[src/rtl/mcycle_unit_if.sv]
// Request/response bundle between the decoder datapath and the multi-cycle multiply/divide unit.
interface mcycle_unit_if #(
    parameter int WIDTH = 32
);
    logic             Start;
    logic [1:0]       MCycleOp;
    logic [WIDTH-1:0] Operand1;
    logic [WIDTH-1:0] Operand2;
    logic [WIDTH-1:0] Result1;
    logic [WIDTH-1:0] Result2;
    logic             Busy;
    logic             Done;

    modport master (
        output Start, MCycleOp, Operand1, Operand2,
        input  Result1, Result2, Busy, Done
    );

    modport slave (
        input  Start, MCycleOp, Operand1, Operand2,
        output Result1, Result2, Busy, Done
    );
endinterface

[src/rtl/mcycle_unit.sv]
// Iterative shift-add multiplier / restoring divider, one step per clock.
// Optional MCYCLE_EARLY_EXIT_EN: multiplies finish once the remaining multiplier is zero.
module mcycle_unit #(
    parameter int WIDTH = 32
) (
    input  logic         CLK,
    input  logic         RESET,
    mcycle_unit_if.slave bus
);
    localparam int CW = $clog2(WIDTH) + 1;

    typedef enum logic [1:0] {IDLE, COMPUTE, DONE} state_t;

    state_t             state, state_nxt;
    logic [CW-1:0]      count;
    logic               last_step;

    logic               is_div, neg_res, neg_rem, div_zero;
    logic [WIDTH-1:0]   op1_q;
    logic [2*WIDTH-1:0] mcand, acc, acc_nxt, prod;
    logic [WIDTH-1:0]   mplier, dvsr, quo, rem, quo_nxt, rem_nxt;
    logic [WIDTH:0]     rem_sh, rem_diff;
    logic               rem_ge;

    logic               a_neg, b_neg;
    logic [WIDTH-1:0]   mag1, mag2;
    logic [WIDTH-1:0]   res1_nxt, res2_nxt;

    // Signed ops work on magnitudes; signs are reapplied when the result is written.
    always_comb begin
        a_neg = bus.MCycleOp[0] & bus.Operand1[WIDTH-1];
        b_neg = bus.MCycleOp[0] & bus.Operand2[WIDTH-1];
        mag1  = a_neg ? -bus.Operand1 : bus.Operand1;
        mag2  = b_neg ? -bus.Operand2 : bus.Operand2;
    end

    // NOTE: every always_comb output gets a default first so no latch is inferred.
    always_comb begin
        acc_nxt  = acc + (mplier[0] ? mcand : '0);
        rem_sh   = {rem, quo[WIDTH-1]};
        rem_diff = rem_sh - {1'b0, dvsr};
        rem_ge   = ~rem_diff[WIDTH];
        rem_nxt  = rem_ge ? rem_diff[WIDTH-1:0] : rem_sh[WIDTH-1:0];
        quo_nxt  = {quo[WIDTH-2:0], rem_ge};
        prod     = neg_res ? -acc_nxt : acc_nxt;
        res1_nxt = prod[WIDTH-1:0];
        res2_nxt = prod[2*WIDTH-1:WIDTH];
        if (is_div) begin
            if (div_zero) begin
                res1_nxt = '1;
                res2_nxt = op1_q;
            end else begin
                res1_nxt = neg_res ? -quo_nxt : quo_nxt;
                res2_nxt = neg_rem ? -rem_nxt : rem_nxt;
            end
        end
    end

`ifdef MCYCLE_EARLY_EXIT_EN
    assign last_step = (count == CW'(WIDTH - 1)) || (!is_div && mplier[WIDTH-1:1] == '0);
`else
    assign last_step = (count == CW'(WIDTH - 1));
`endif

    always_comb begin
        state_nxt = state;
        bus.Busy  = 1'b0;
        bus.Done  = 1'b0;
        case (state)
            IDLE: begin
                bus.Busy = bus.Start;
                if (bus.Start) state_nxt = COMPUTE;
            end
            COMPUTE: begin
                bus.Busy = 1'b1;
                if (last_step) state_nxt = DONE;
            end
            DONE: begin
                // Start may still be high here: it belongs to the retiring instruction.
                bus.Done  = 1'b1;
                state_nxt = IDLE;
            end
            default: state_nxt = IDLE;
        endcase
    end

    // NOTE: sequential state uses non-blocking assignments only.
    always_ff @(posedge CLK) begin
        if (RESET) begin
            state       <= IDLE;
            count       <= '0;
            bus.Result1 <= '0;
            bus.Result2 <= '0;
        end else begin
            state <= state_nxt;
            if (state == COMPUTE) count <= count + 1'b1;
            else                  count <= '0;
            if (state == COMPUTE && last_step) begin
                bus.Result1 <= res1_nxt;
                bus.Result2 <= res2_nxt;
            end
        end
    end

    // NOTE: datapath registers are always loaded before use, so they carry no reset.
    always_ff @(posedge CLK) begin
        if (state == IDLE && bus.Start) begin
            is_div   <= bus.MCycleOp[1];
            neg_res  <= a_neg ^ b_neg;
            neg_rem  <= a_neg;
            div_zero <= (bus.Operand2 == '0);
            op1_q    <= bus.Operand1;
            mcand    <= {{WIDTH{1'b0}}, mag1};
            mplier   <= mag2;
            acc      <= '0;
            dvsr     <= mag2;
            quo      <= mag1;
            rem      <= '0;
        end else if (state == COMPUTE) begin
            mcand  <= mcand << 1;
            mplier <= mplier >> 1;
            acc    <= acc_nxt;
            quo    <= quo_nxt;
            rem    <= rem_nxt;
        end
    end
endmodule
[src/flat_wrapper.sv]
// flat-port wrapper written by rule: the top's interface ports become plain ports
module mcycle_unit_flat 
#(
    parameter int WIDTH = 32
)
  (CLK, RESET, bus_Start, bus_MCycleOp, bus_Operand1, bus_Operand2, bus_Result1, bus_Result2, bus_Busy, bus_Done);
  mcycle_unit_if #(.WIDTH(WIDTH)) bus_i ();
  input  logic CLK;
  input  logic RESET;
  input wire logic [$bits(bus_i.Start)-1:0] bus_Start;
  input wire logic [$bits(bus_i.MCycleOp)-1:0] bus_MCycleOp;
  input wire logic [$bits(bus_i.Operand1)-1:0] bus_Operand1;
  input wire logic [$bits(bus_i.Operand2)-1:0] bus_Operand2;
  output wire logic [$bits(bus_i.Result1)-1:0] bus_Result1;
  output wire logic [$bits(bus_i.Result2)-1:0] bus_Result2;
  output wire logic [$bits(bus_i.Busy)-1:0] bus_Busy;
  output wire logic [$bits(bus_i.Done)-1:0] bus_Done;
  assign bus_i.Start = bus_Start;
  assign bus_i.MCycleOp = bus_MCycleOp;
  assign bus_i.Operand1 = bus_Operand1;
  assign bus_i.Operand2 = bus_Operand2;
  assign bus_Result1 = bus_i.Result1;
  assign bus_Result2 = bus_i.Result2;
  assign bus_Busy = bus_i.Busy;
  assign bus_Done = bus_i.Done;
  mcycle_unit #(.WIDTH(WIDTH)) u_core (.CLK(CLK), .RESET(RESET), .bus(bus_i));
endmodule
[config.mk]
export PLATFORM = sky130hd
export DESIGN_NAME = mcycle_unit_flat
export DESIGN_NICKNAME = d
export VERILOG_FILES = /design/src/rtl/mcycle_unit_if.sv /design/src/rtl/mcycle_unit.sv /design/src/flat_wrapper.sv
export SDC_FILE = /design/constraint.sdc
export NUM_CORES = 1
export LEC_CHECK = 0
export CORE_ASPECT_RATIO = 1.25
export CORE_MARGIN = 1
export CORE_UTILIZATION = 55
export CTS_CLUSTER_SIZE = 30
export DETAILED_ROUTE_END_ITERATION = 8
export PLACE_DENSITY = 0.77
export RECOVER_POWER = 25
export SLEW_MARGIN = 0
export SYNTH_ARGS = -nofsm -noshare
export SYNTH_HDL_FRONTEND = slang
export SYNTH_SLANG_ARGS = --single-unit
[constraint.sdc]
create_clock -name CLK -period 7.5 [get_ports CLK]
set_clock_uncertainty 0.2 [all_clocks]
set_input_delay 1.5 -clock CLK [delete_from_list [all_inputs] [get_ports CLK]]
set_output_delay 1.5 -clock CLK [all_outputs]
set_load 0.02 [all_outputs]
* Yosys cells after proc, flatten, opt, wreduce, memory -nomap -nowiden
Index checks and enable logic that the tools add are counted.
Cells by class: add/subtract/negate cells 8, equality and inequality tests 5, mux-type cells 22, bitwise operators 5, reduce and logical (&&, ||, !) cells 7
Operators by type and width (count):
- two-way mux 32 bit | 15
- two-way mux 64 bit | 2
- negation 32 bit | 4
- adder 64 bit | 1
- negation 64 bit | 1
- subtractor 33 x 32 -> 33 bit | 1
- zero test 32 bit | 1
- adder 6 x 1 -> 6 bit, second input constant | 1
- == test 6 x 5 -> 1 bit, second input constant | 1
- two-way mux 2 bit | 2
- one-hot mux 2 bit (2 select lines) | 1
- AND 1 bit | 2
- == test 2 x 1 -> 1 bit, second input constant | 1
- == test 2 bit, second input constant | 1
- logical AND 1 bit | 2
- zero test 2 bit | 1
- inequality test 2 x 1 -> 1 bit, second input constant | 1
- inequality test 2 bit, second input constant | 1
- NOT 1 bit | 2
- one-hot mux 1 bit (2 select lines) | 1
- AND reduction 2 bit | 1
- nonzero test 2 bit | 1
- OR reduction 2 bit | 1
- two-way mux 1 bit | 1
- XOR 1 bit | 1
Word-level totals: bits in registers 364, input port bits 69, output and inout bits 66, logic and storage cells 63

* Logic depth before layout (Yosys ltp)
word-level depth 6, gate-level depth with buffers 26, gate-level depth less buffers 24

* Least setup slack after synthesis
No wires, ideal clock.
path type register to register, start point register u_core.quo[31], end point register u_core.bus.Result2[22], arrival 5.359 ns, required time 7.184 ns, slack 1.825 ns, stages on the path, launching flop included 25, buffers on the path 3, path through edfxtp_1 inv_1 ha_1 inv_1 fa_1 a211oi_1 o211ai_1 nand2_1 a211oi_1 a22oi_1 and2_1 buf_2 buf_1 buf_1 mux2i_1 ha_1 nand2_1 nor4_1 nor3b_1 a41oi_1 nor3_1 mux2i_1 a221o_1 or2_2 o211a_1
Between the ends: cells in the longest elaborated chain, start to end 6
Ends and longest elaborated chain:
- start, declared | RTL line mcycle_unit.sv:21 | logic [WIDTH-1:0] mplier, dvsr, quo, rem, quo_nxt, rem_nxt;
- start signal, assigned | RTL line mcycle_unit.sv:117 | quo <= mag1;
- start signal, assigned | RTL line mcycle_unit.sv:123 | quo <= quo_nxt;
- subtractor 33 x 32 -> 33 bit | RTL line mcycle_unit.sv:41 | rem_diff = rem_sh - {1'b0, dvsr};
- two-way mux 32 bit (*) | RTL line mcycle_unit.sv:43 | rem_nxt = rem_ge ? rem_diff[WIDTH-1:0] : rem_sh[WIDTH-1:0];
- negation 32 bit | RTL line mcycle_unit.sv:54 | res2_nxt = neg_rem ? -rem_nxt : rem_nxt;
- two-way mux 32 bit (*) | RTL line mcycle_unit.sv:54
- two-way mux 32 bit (*) | RTL line mcycle_unit.sv:49 | if (div_zero) begin
- two-way mux 32 bit (*) | RTL line mcycle_unit.sv:48 | if (is_div) begin
- end signal, assigned | RTL line mcycle_unit.sv:100 | bus.Result2 <= res2_nxt;
- end, declared | RTL line mcycle_unit_if.sv:21 | output Result1, Result2, Busy, Done
Every way passes the cells marked *; elsewhere a longest branch is shown, timed or not. A chain may end at the register's enable or synchronous reset.

* Worst setup path after layout
start point input port bus_Start, end point output port bus_Busy
Between the ends: cells in the longest elaborated chain, start to end 1
Ends and longest elaborated chain:
- start, declared | RTL line flat_wrapper.sv:10 | input wire logic [$bits(bus_i.Start)-1:0] bus_Start;
- one-hot mux 1 bit (2 select lines) | RTL line mcycle_unit.sv:69 | case (state)
- end, declared | RTL line flat_wrapper.sv:16 | output wire logic [$bits(bus_i.Busy)-1:0] bus_Busy;
No other way between the ends.

==> results.tsv <==
metric	value	unit
status	finished, violations left	
violations	capacitance limit, slew limit	
synth.most_common_cell	nand2_1	
cts_max_level	2	
cts_root_buffer	clkbuf_16	
via_per_inst	6.631	
wl_met3	5541	um
synth_flop_cell	dfxtp_1	
grt_max_degree	123	
slew_headroom	-99.18	%
coreArea	45390	um2
postCtsHoldBufs	0	
port_buffers	134	
grt_pass1_wl	129300	um
syn_inst	3054	
dp.cells	3621	
timing.final.max_slew_violations	178	
cts_setup_buffers	0	
wl_met2	39230	um
grt_usage	34.77	%
diodes	0	
vdd_drop_max	0.1887	mV
synth_top_cell_area_share	19.39	%
cts-resized-gates	0	
ys_warn_count	0	
met1Wirelength	33480	um
worst_pin_slew	2988	ps
drive_above_1_share	4.750	%
rsz0062_at_grt	false	
nets	3257	
fill_cells	3926	
grt_pass1_vias	23580	
finalSetupViolCount	0	
routed.top_layer	met4	
finalPower	6.024	mW
cts.sinks	364	
yosysSeqAreaShare	35.15	%
ctsLongestPathBuffers	3	
cts_made_buffers	40	
drt-initial-drc-count	2193	
ant_nets	0	
antenna_found_initial	0	
dp_hpwl	64150	um
syn_area_per_cell	8.318	um2
switching_share	33.95	%
p_seq_share	39.3	%
hold_path.class	flop to flop	
drtPass1Iterations	6	
initial_core_util	55.96	%
drc	0	
grt-ovfl-total	0	
fmax	146.2	MHz
clockPowerShare	33.2	%
vias	24490	
ys_top_cells_by_count	457 x nand2_1, 255 x o21ai_0, 200 x dfxtp_1, 193 x a21oi_1, 178 x nor2_1	
finalCritPeriodShare	91.23	%
regArea	8929	um2
min_path_cells	2	
die_w	194.2	um
final_cell_count_no_fill	3694	
async_flop_share	0	%
maxCapViolations	4	
critPathCaptureType	output pin	
finalHoldViolations	0	
drt-total-wl	83950	um
rows	87	
dieArea	47050	um2
p_leak	10.81	nW
p_sw	2.045	mW
gp_congestion	0.9657	
fp.dieH	242.3	um
netlist_top_cells_area	edfxtp_1 19%, dfxtp_1 16%, nand2_1 6.8%	
clk_pin_slew_worst_paths	60	ps
multiInputGateArea	15550	um2
startpoint_type	input port	
p_int	3.979	mW
synth_area	25400	um2
ys_types	90	
dpl_cell_area	27070	um2
critPathKind	input port to output pin	
rr_worst_depth	24	
finalWorstPathRequiredPeriod	6842	ps
syn_nets	3226	
final_cell_area	28370	um2
synth-seq-cells	364	
wl_per_cell	22.73	um
cp.required	5800	ps
synth-edff-count	164	
critPathArrivalTime	5140	ps
cts_tree	yes	
pwr_density_cell	212.4	nW/um2
yosysTopAreaCell	edfxtp_1	
combPwrFrac	27.5	%
critPathMaxFanout	39	
area_delta_synth_final	11.68	%
worstSkewPairLatency	590	ps
setup_tns	0	ps
io_pins	135	
==> worst max-delay path, cell delays in order <==
cell and delay, ps:
dlygate4sd3_1 630, nor2_1 110, or2_0 2160, inv_1 90
clkdlybuf4s50_1 640
==> path summary, 6_finish.rpt <==
kind	startpoint	to	slack, ps
worst min register to register	u_core.bus.Result2[13]	u_core.bus.Result2[13]	240
worst max-delay path	bus_Start	bus_Busy	660
worst min-delay path	u_core.bus.Result2[13]	u_core.bus.Result2[13]	240
worst max register to register	u_core.quo[31]	u_core.bus.Result2[22]	1170
==> metrics by stage <==
| step | worst slack (ps) | hold WS, ps | util [%] |
|---|---|---|---|
| 6_report | 658.0 | 241.3 | 62.50 |
| 5_1_grt | 441.7 | 262.9 | 62.50 |
| 4_1_cts | 1235 | 249.6 | 62.53 |
| 3_5_place_dp | 1257 | 242.8 | 59.64 |
| 3_3_place_gp | 1353 | 235.2 | 59.64 |
| 2_1_floorplan | 1825 | 231.5 | - |
==> power by group through the flow <==
stage               Combinational, mW  Sequential, mW  Clock [mW]
floorplan                        1.17            2.36           0
global placement                 1.57            2.40           0
detailed placement               1.61            2.40           0
CTS                              1.62            2.36        2.03
global route                     1.79            2.38        2.09
finish                           1.65            2.37        2.00
==> flip-flops by register name, summed over array words and instances, names as in the netlist <==
signal / flops
u_core.neg_rem: 1
u_core.rem: 32
u_core.count: 6
u_core.bus.Result2: 32
u_core.div_zero: 1
u_core.mcand: 64
u_core.is_div: 1
u_core.op1_q: 32
u_core.neg_res: 1
u_core.state: 2
u_core.bus.Result1: 32
u_core.mplier: 32
u_core.acc: 64
u_core.dvsr: 32
u_core.quo: 32
==> cells in the final DEF, fill, tap and decap left out, types with 81 or more instances in the layout <==
cell,count
nor2_1,176
ha_1,101
o21a_1,81
xnor2_1,131
and2_1,85
edfxtp_1,164
nand2_1,457
dfxtp_1,200
xor2_1,85
o21ai_0,255
a21oi_1,193
==> cell families after synthesis <==
| kind of cell | share of synthesized area, % |
|---|---|
| multiplexers | 1.891 |
| flip-flops | 35.15 |
| AO/OA/AOI/OAI | 25.76 |
| buffers and inverters | 3.734 |
| AND/OR/NAND/NOR | 20.89 |
| adder cells (fa/ha/maj) | 5.132 |
| XOR/XNOR | 7.448 |
==> cell type report <==
cell class / count / area share (%)
clock buffers: 55 / 3.978
clock inverters: 18 / 0.6395
inverters: 75 / 1.014
multi-input cells: 2439 / 54.81
flip-flops and latches: 364 / 31.47
well taps: 578 / 2.549
repair buffers: 165 / 5.535
==> metal layers <==
metal	up-vias	global-route usage (%)
li1	11380	-
met1	11740	42.80
met2	1087	57.93
met3	287	4.260
met4	0	21.64
met5	-	0
(Power assumes the default switching activity.)
